File: src/rtl/alu_operand_stage_pkg.sv
// Shared constants for the ID/EX operand stage: datapath widths and ALU op codes.
package alu_operand_stage_pkg;

    localparam int WIDTH  = 16;
    localparam int REG_AW = 3;

    typedef enum logic [1:0] {
        OP_ADD = 2'b00,
        OP_OR  = 2'b01,
        OP_XOR = 2'b10,
        OP_AND = 2'b11
    } alu_op_e;

endpackage

File: src/rtl/alu_operand_stage_fwd_mux.sv
// Bypass select for one ALU operand. EX/MEM beats MEM/WB; a load in EX/MEM has
// no data yet, so it never forwards from that port.
module operand_fwd_mux
    import alu_operand_stage_pkg::*;
#(
    parameter int W  = WIDTH,
    parameter int AW = REG_AW
) (
    input  logic [AW-1:0] i_src,
    input  logic [W-1:0]  i_rf_data,
    input  logic          i_exm_valid,
    input  logic          i_exm_reg_write,
    input  logic          i_exm_is_load,
    input  logic [AW-1:0] i_exm_rd,
    input  logic [W-1:0]  i_exm_result,
    input  logic          i_wb_valid,
    input  logic          i_wb_reg_write,
    input  logic [AW-1:0] i_wb_rd,
    input  logic [W-1:0]  i_wb_data,
    output logic [W-1:0]  o_data,
    output logic          o_hit
);

    // Priority bypass: EX/MEM, then MEM/WB, then stored register-file data.
    always_comb begin
        o_data = i_rf_data;
        o_hit  = 1'b0;
        if (i_exm_valid && i_exm_reg_write && !i_exm_is_load && (i_exm_rd == i_src)) begin
            o_data = i_exm_result;
            o_hit  = 1'b1;
        end else if (i_wb_valid && i_wb_reg_write && (i_wb_rd == i_src)) begin
            o_data = i_wb_data;
            o_hit  = 1'b1;
        end
    end

endmodule

File: src/rtl/alu_operand_stage.sv
// ID/EX register stage for the 16-bit ALU: captures operands and control,
// bypasses later results onto ex_A/ex_B, and stalls decode on load-use.
module alu_operand_stage
    import alu_operand_stage_pkg::*;
#(
    parameter int W  = WIDTH,
    parameter int AW = REG_AW
) (
    input  logic          clk,
    input  logic          rst_n,
    input  logic          id_valid,
    input  logic [AW-1:0] id_rs,
    input  logic [AW-1:0] id_rt,
    input  logic [W-1:0]  id_rs_data,
    input  logic [W-1:0]  id_rt_data,
    input  logic [W-1:0]  id_imm,
    input  logic          id_use_imm,
    input  logic [1:0]    id_op,
    input  logic          id_cin,
    input  logic          id_sign,
    input  logic [AW-1:0] id_rd,
    input  logic          id_reg_write,
    input  logic          id_is_load,
    output logic          id_stall,
    input  logic          flush,
    input  logic          ex_stall,
    input  logic          exm_valid,
    input  logic          exm_reg_write,
    input  logic          exm_is_load,
    input  logic [AW-1:0] exm_rd,
    input  logic [W-1:0]  exm_result,
    input  logic          wb_valid,
    input  logic          wb_reg_write,
    input  logic [AW-1:0] wb_rd,
    input  logic [W-1:0]  wb_data,
    output logic          ex_valid,
    output logic [W-1:0]  ex_A,
    output logic [W-1:0]  ex_B,
    output logic          ex_Cin,
    output logic          ex_sign,
    output logic [1:0]    ex_Op,
    output logic [AW-1:0] ex_rd,
    output logic          ex_reg_write,
    output logic          ex_is_load
);

    logic          r_valid;
    logic [AW-1:0] r_rs;
    logic [AW-1:0] r_rt;
    logic [W-1:0]  r_rs_data;
    logic [W-1:0]  r_rt_data;
    logic [W-1:0]  r_imm;
    logic          r_use_imm;
    alu_op_e       r_op;
    logic          r_cin;
    logic          r_sign;
    logic [AW-1:0] r_rd;
    logic          r_reg_write;
    logic          r_is_load;

    logic [W-1:0]  w_a_fwd;
    logic [W-1:0]  w_b_fwd;
    logic          w_a_hit;
    logic          w_b_hit;
    logic          w_haz;
    logic          w_capture;

    operand_fwd_mux #(.W(W), .AW(AW)) u_fwd_a (
        .i_src           (r_rs),
        .i_rf_data       (r_rs_data),
        .i_exm_valid     (exm_valid),
        .i_exm_reg_write (exm_reg_write),
        .i_exm_is_load   (exm_is_load),
        .i_exm_rd        (exm_rd),
        .i_exm_result    (exm_result),
        .i_wb_valid      (wb_valid),
        .i_wb_reg_write  (wb_reg_write),
        .i_wb_rd         (wb_rd),
        .i_wb_data       (wb_data),
        .o_data          (w_a_fwd),
        .o_hit           (w_a_hit)
    );

    operand_fwd_mux #(.W(W), .AW(AW)) u_fwd_b (
        .i_src           (r_rt),
        .i_rf_data       (r_rt_data),
        .i_exm_valid     (exm_valid),
        .i_exm_reg_write (exm_reg_write),
        .i_exm_is_load   (exm_is_load),
        .i_exm_rd        (exm_rd),
        .i_exm_result    (exm_result),
        .i_wb_valid      (wb_valid),
        .i_wb_reg_write  (wb_reg_write),
        .i_wb_rd         (wb_rd),
        .i_wb_data       (wb_data),
        .o_data          (w_b_fwd),
        .o_hit           (w_b_hit)
    );

    // Load-use detect against the instruction currently in EX; capture only when nothing blocks.
    always_comb begin
        w_haz = r_valid && r_is_load && r_reg_write && id_valid &&
                ((r_rd == id_rs) || (!id_use_imm && (r_rd == id_rt)));
        w_capture = id_valid && !w_haz && !ex_stall;
    end

    assign id_stall     = w_haz || ex_stall;
    assign ex_valid     = r_valid;
    assign ex_A         = w_a_fwd;
    assign ex_B         = r_use_imm ? r_imm : w_b_fwd;
    assign ex_Cin       = r_cin;
    assign ex_sign      = r_sign;
    assign ex_Op        = r_op;
    assign ex_rd        = r_rd;
    assign ex_reg_write = r_reg_write;
    assign ex_is_load   = r_is_load;

    // Stage register: reset, then flush > hold > capture > bubble. A hold folds any
    // live bypass into the stored operands so a retiring WB value survives the stall.
    always_ff @(posedge clk) begin
        if (!rst_n) begin
            r_valid     <= 1'b0;
            r_rs        <= '0;
            r_rt        <= '0;
            r_rs_data   <= '0;
            r_rt_data   <= '0;
            r_imm       <= '0;
            r_use_imm   <= 1'b0;
            r_op        <= OP_ADD;
            r_cin       <= 1'b0;
            r_sign      <= 1'b0;
            r_rd        <= '0;
            r_reg_write <= 1'b0;
            r_is_load   <= 1'b0;
        end else if (!flush && ex_stall) begin
            if (w_a_hit) r_rs_data <= w_a_fwd;
            if (w_b_hit) r_rt_data <= w_b_fwd;
        end else begin
            r_rs      <= id_rs;
            r_rt      <= id_rt;
            r_rs_data <= id_rs_data;
            r_rt_data <= id_rt_data;
            r_imm     <= id_imm;
            r_use_imm <= id_use_imm;
            r_rd      <= id_rd;
            if (!flush && w_capture) begin
                r_valid     <= 1'b1;
                r_op        <= alu_op_e'(id_op);
                r_cin       <= id_cin;
                r_sign      <= id_sign;
                r_reg_write <= id_reg_write;
                r_is_load   <= id_is_load;
            end else begin
                r_valid     <= 1'b0;
                r_op        <= OP_ADD;
                r_cin       <= 1'b0;
                r_sign      <= 1'b0;
                r_reg_write <= 1'b0;
                r_is_load   <= 1'b0;
            end
        end
    end

endmodule

File: config.mk
export PLATFORM = sky130hd
export DESIGN_NAME = alu_operand_stage
export DESIGN_NICKNAME = d
export VERILOG_FILES = /design/src/rtl/alu_operand_stage_pkg.sv /design/src/rtl/alu_operand_stage_fwd_mux.sv /design/src/rtl/alu_operand_stage.sv
export SDC_FILE = /design/constraint.sdc
export NUM_CORES = 1
export LEC_CHECK = 0
export ABC_AREA = 1
export CAP_MARGIN = 20
export CELL_PAD_IN_SITES_DETAIL_PLACEMENT = 0
export CELL_PAD_IN_SITES_GLOBAL_PLACEMENT = 1
export CORE_ASPECT_RATIO = 0.7
export CORE_UTILIZATION = 30
export DETAILED_ROUTE_END_ITERATION = 10
export PLACE_DENSITY_LB_ADDON = 0.25
export SLEW_MARGIN = 15
export SYNTH_ARGS = -nofsm -noshare
export SYNTH_HDL_FRONTEND = slang
export SYNTH_SLANG_ARGS = --single-unit
File: constraint.sdc
create_clock -name clk -period 2.05 [get_ports clk]
set_input_delay 0.41 -clock clk [delete_from_list [all_inputs] [get_ports clk]]
set_output_delay 0.41 -clock clk [all_outputs]
set_load 0.01 [all_outputs]
==> results_dict.tcl <==
set metrics [dict create \
    status "finished with violations" \
    failed_checks "setup timing" \
    worst_ep_arrival_time_ns 1.82 \
    fin_util_pct 60.67 \
    power_mw 4.238 \
    grt_first_pass_wirelength_mm 25.59 \
    dr.pass1.iters 4 \
    p_leak_nw 3.718 \
    cts_buffers 9 \
    r2r_start "r_rt[2]" \
    maxCapViolCount 0 \
    synth.yosys.warnings 0 \
    cts_max_level 3 \
    antenna_found_initial 0 \
    synth-edff-count 0 \
    cts.sink_count 65 \
    synth_top_area_share_pct 32.30 \
    synthTopCellsByArea "dfxtp_1 32%, nand2_1 15%, nand3_1 10%, nand3_2 7.5%, nor2_1 5.6%" \
    area_growth_pct 97.83 \
    r2r_slack_ns -0.09 \
    die_h_um 98.96 \
    cts_hold_buf 0 \
    syn_inst 605 \
    grt_start_max_net_pins 44 \
    fin_crit_ns 2.231 \
    r2r_cells 17 \
    dieWidth_um 140.5 \
    final_cells 1043 \
    clockBufferDepth 2 \
    place_congestion 0.8893 \
    cts_tree "built" \
    dpl_cell_area_um2 6162 \
    postRouteAntennaNets 0 \
    vias 5023 \
    cp-startpoint "r_rt[2]" \
    cp.required_ns 1.64 \
    critPathLaunchType "flop" \
    layout-drive-gt1-share_pct 44.81 \
    synth.avg_cell_area_um2 6.659 \
    critPathMaxFanout 8 \
    peakVddDrop_uv 357.0 \
    ys_ff_latch 65 \
    io_buffers 154 \
    post-synth-top-count-cell "nand2_1" \
    clkPwrFrac_pct 33.9 \
    syn-num-nets 717 \
    place_hpwl_mm 10.80 \
    p_int_mw 2.925 \
    rsz0062_at_grt "yes" \
    drt-wirelength-per-cell_um 16.15 \
    core_region_area_um2 13140 \
    r2r_end "r_rt_data[9]" \
    insertedDiodeCount 0 \
    drt_wl_total_mm 16.85 \
    fmax_mhz 448.2 \
    worstSetupEndpointType "primary output" \
    fin_nets 984 \
    track_usage_pct 23.95 \
    num-fill-cells 1114 \
    clockRootBuffer "clkbuf_16" \
    synth_top_area_cell "dfxtp_1" \
    ys_types 28 \
    ys.flop_type "dfxtp_1" \
    slew_headroom_pct 72.58 \
    path_clk_slew_ns 0.06 \
    async_reset_ff_share_pct 0 \
    switchingPower_mw 1.314 \
    cp-endpoint "ex_B[11]" \
    pwr-share-comb_pct 33.1 \
    ios 155 \
    yosysSeqAreaShare_pct 32.30 \
    clock_skew_ns 0.004973 \
    netlist_area_um2 4029 \
    drt-initial-drc-count 168 \
    setup_viol 33 \
    fin_crit_sh_pct 108.8 \
    rows 35 \
    grt_pass1_vias 4915 \
    clk_latency_ns 0.34 \
    seqPwrFrac_pct 32.9 \
    sw_frac_of_total_pct 30.99 \
    finalWorstSetupSlack_ns -0.1812 \
    gr-total-overflow 0 \
    start_util_pct 30.67 \
    drc_errors 0 \
    routed_via_density 4.816 \
    hold_viol_final 0 \
    design_area_um2 7970 \
    dieArea_um2 13900 \
    powerDensity_nw_per_um2 531.8 \
    synth_commonest_cells "159 x nand2_1, 81 x nand3_1, 65 x dfxtp_1" \
    worstMarginPinSlew_ns 0.4098 \
    placedCellCount 950 \
    critical_path_class "reg2out" \
    min_path_type "reg2reg" \
    slew_viol_final 0 \
]
-- metal layers --
layer	wire (um)	vias up	GRT usage, %	share of wire, %
met5	0	-	0	0
met3	1263	22	6.511	7.5
met4	236	0	6.605	1.4
met2	7537	174	37.58	45
li1	-	2475	-	-
met1	7810	2352	32.28	46
-- flip-flops by register name, summed over array words and instances (netlist names) --
| signal | cells |
|---|---|
| r_imm | 16 |
| r_rs_data | 16 |
| r_rt_data | 16 |
| ex_rd | 3 |
| r_rs | 3 |
| r_rt | 3 |
| ex_Op | 2 |
| ex_Cin | 1 |
| ex_is_load | 1 |
| ex_reg_write | 1 |
| ex_sign | 1 |
| ex_valid | 1 |
| r_use_imm | 1 |
-- layout make-up --
class                      count  area [um2]  area share, %
clock buffer                  10       229.0          2.873
clock inverter                 6       43.79         0.5495
inverter                      58       232.7          2.920
multi-input combinational    450        3053          38.30
sequential                    65        1319          16.55
tap                          166       207.7          2.606
timing repair buffer         288        2885          36.20
-- power groups by stage --
stage / Combinational, mW / Sequential [mW] / Clock [mW]
6_report: 1.40 / 1.40 / 1.44
5_1_grt: 1.51 / 1.40 / 1.52
4_1_cts: 1.29 / 1.39 / 1.46
3_5_place_dp: 1.06 / 1.41 / 0
3_3_place_gp: 1.05 / 1.41 / 0
2_1_floorplan: 0.472 / 1.41 / 0
-- cell families (layout without fill, tap and decap cells) --
kind of cell / Yosys count / after routing / synth area share, %
flip-flops: 65 / 65 / 32.30
AND/OR/NAND/NOR: 376 / 376 / 46.52
XOR/XNOR: 7 / 7 / 1.522
buffers and inverters: 90 / 362 / 10.47
AO/OA/AOI/OAI: 67 / 67 / 9.192
-- how the worst min path moves through the flow --
stage          depth (start not counted)  slack (ns)       from         to
2_1_floorplan                          2        0.45  r_imm[10]  r_imm[10]
3_3_place_gp                           2        0.46    ex_sign    ex_sign
3_5_place_dp                           2        0.46     ex_Cin     ex_Cin
4_1_cts                                2        0.47    ex_sign    ex_sign
5_1_grt                                2        0.49     ex_Cin     ex_Cin
6_report                               2        0.47    ex_sign    ex_sign
-- critical path, stage by stage, from the launching register on --
cell and delay [ns]:
dfxtp_4 0.36, inv_2 0.05, nand2_2 0.07, nand2_4 0.07, nor2_8 0.17, buf_12 0.13
nand2_8 0.07, buf_12 0.15, nand2_2 0.07, nand3_4 0.08, nand3_4 0.08, nand2_1 0.06
buf_2 0.13
-- per-stage QoR --
step	setup slack (ns)	setup TNS (ns)	hold slack, ns
2_1_floorplan	0.3135	0	0.4549
3_3_place_gp	-0.7681	-21.89	0.4556
3_5_place_dp	-0.7695	-21.96	0.4630
4_1_cts	-0.1799	-3.908	0.4707
5_1_grt	-0.2557	-6.222	0.4923
6_report	-0.1812	-3.668	0.4677
-- timing repair --
item / in CTS / in global routing
setup buffers: 66 / 15
gates resized for setup: 291 / 93
pin swaps: 60 / 47
endpoints found under the setup margin: 33 / 38
gates cloned: 6 / 1
-- cells in the final DEF (no fill, tap or decap), drive strengths merged --
cell type / n
xor2: 6
nand3: 111
clkinvlp: 4
clkinv: 1
clkdlybuf4s50: 109
or2: 11
clkbuf: 12
xnor2: 1
dfxtp: 65
nand3b: 1
nand4: 6
buf: 165
dlygate4sd2: 9
o21ai: 26
clkdlybuf4s15: 3
a21oi: 37
inv: 59
nand2: 173
a31oi: 4
nor2: 65
and2: 9
Note: power is estimated with default switching activity, not from simulation.
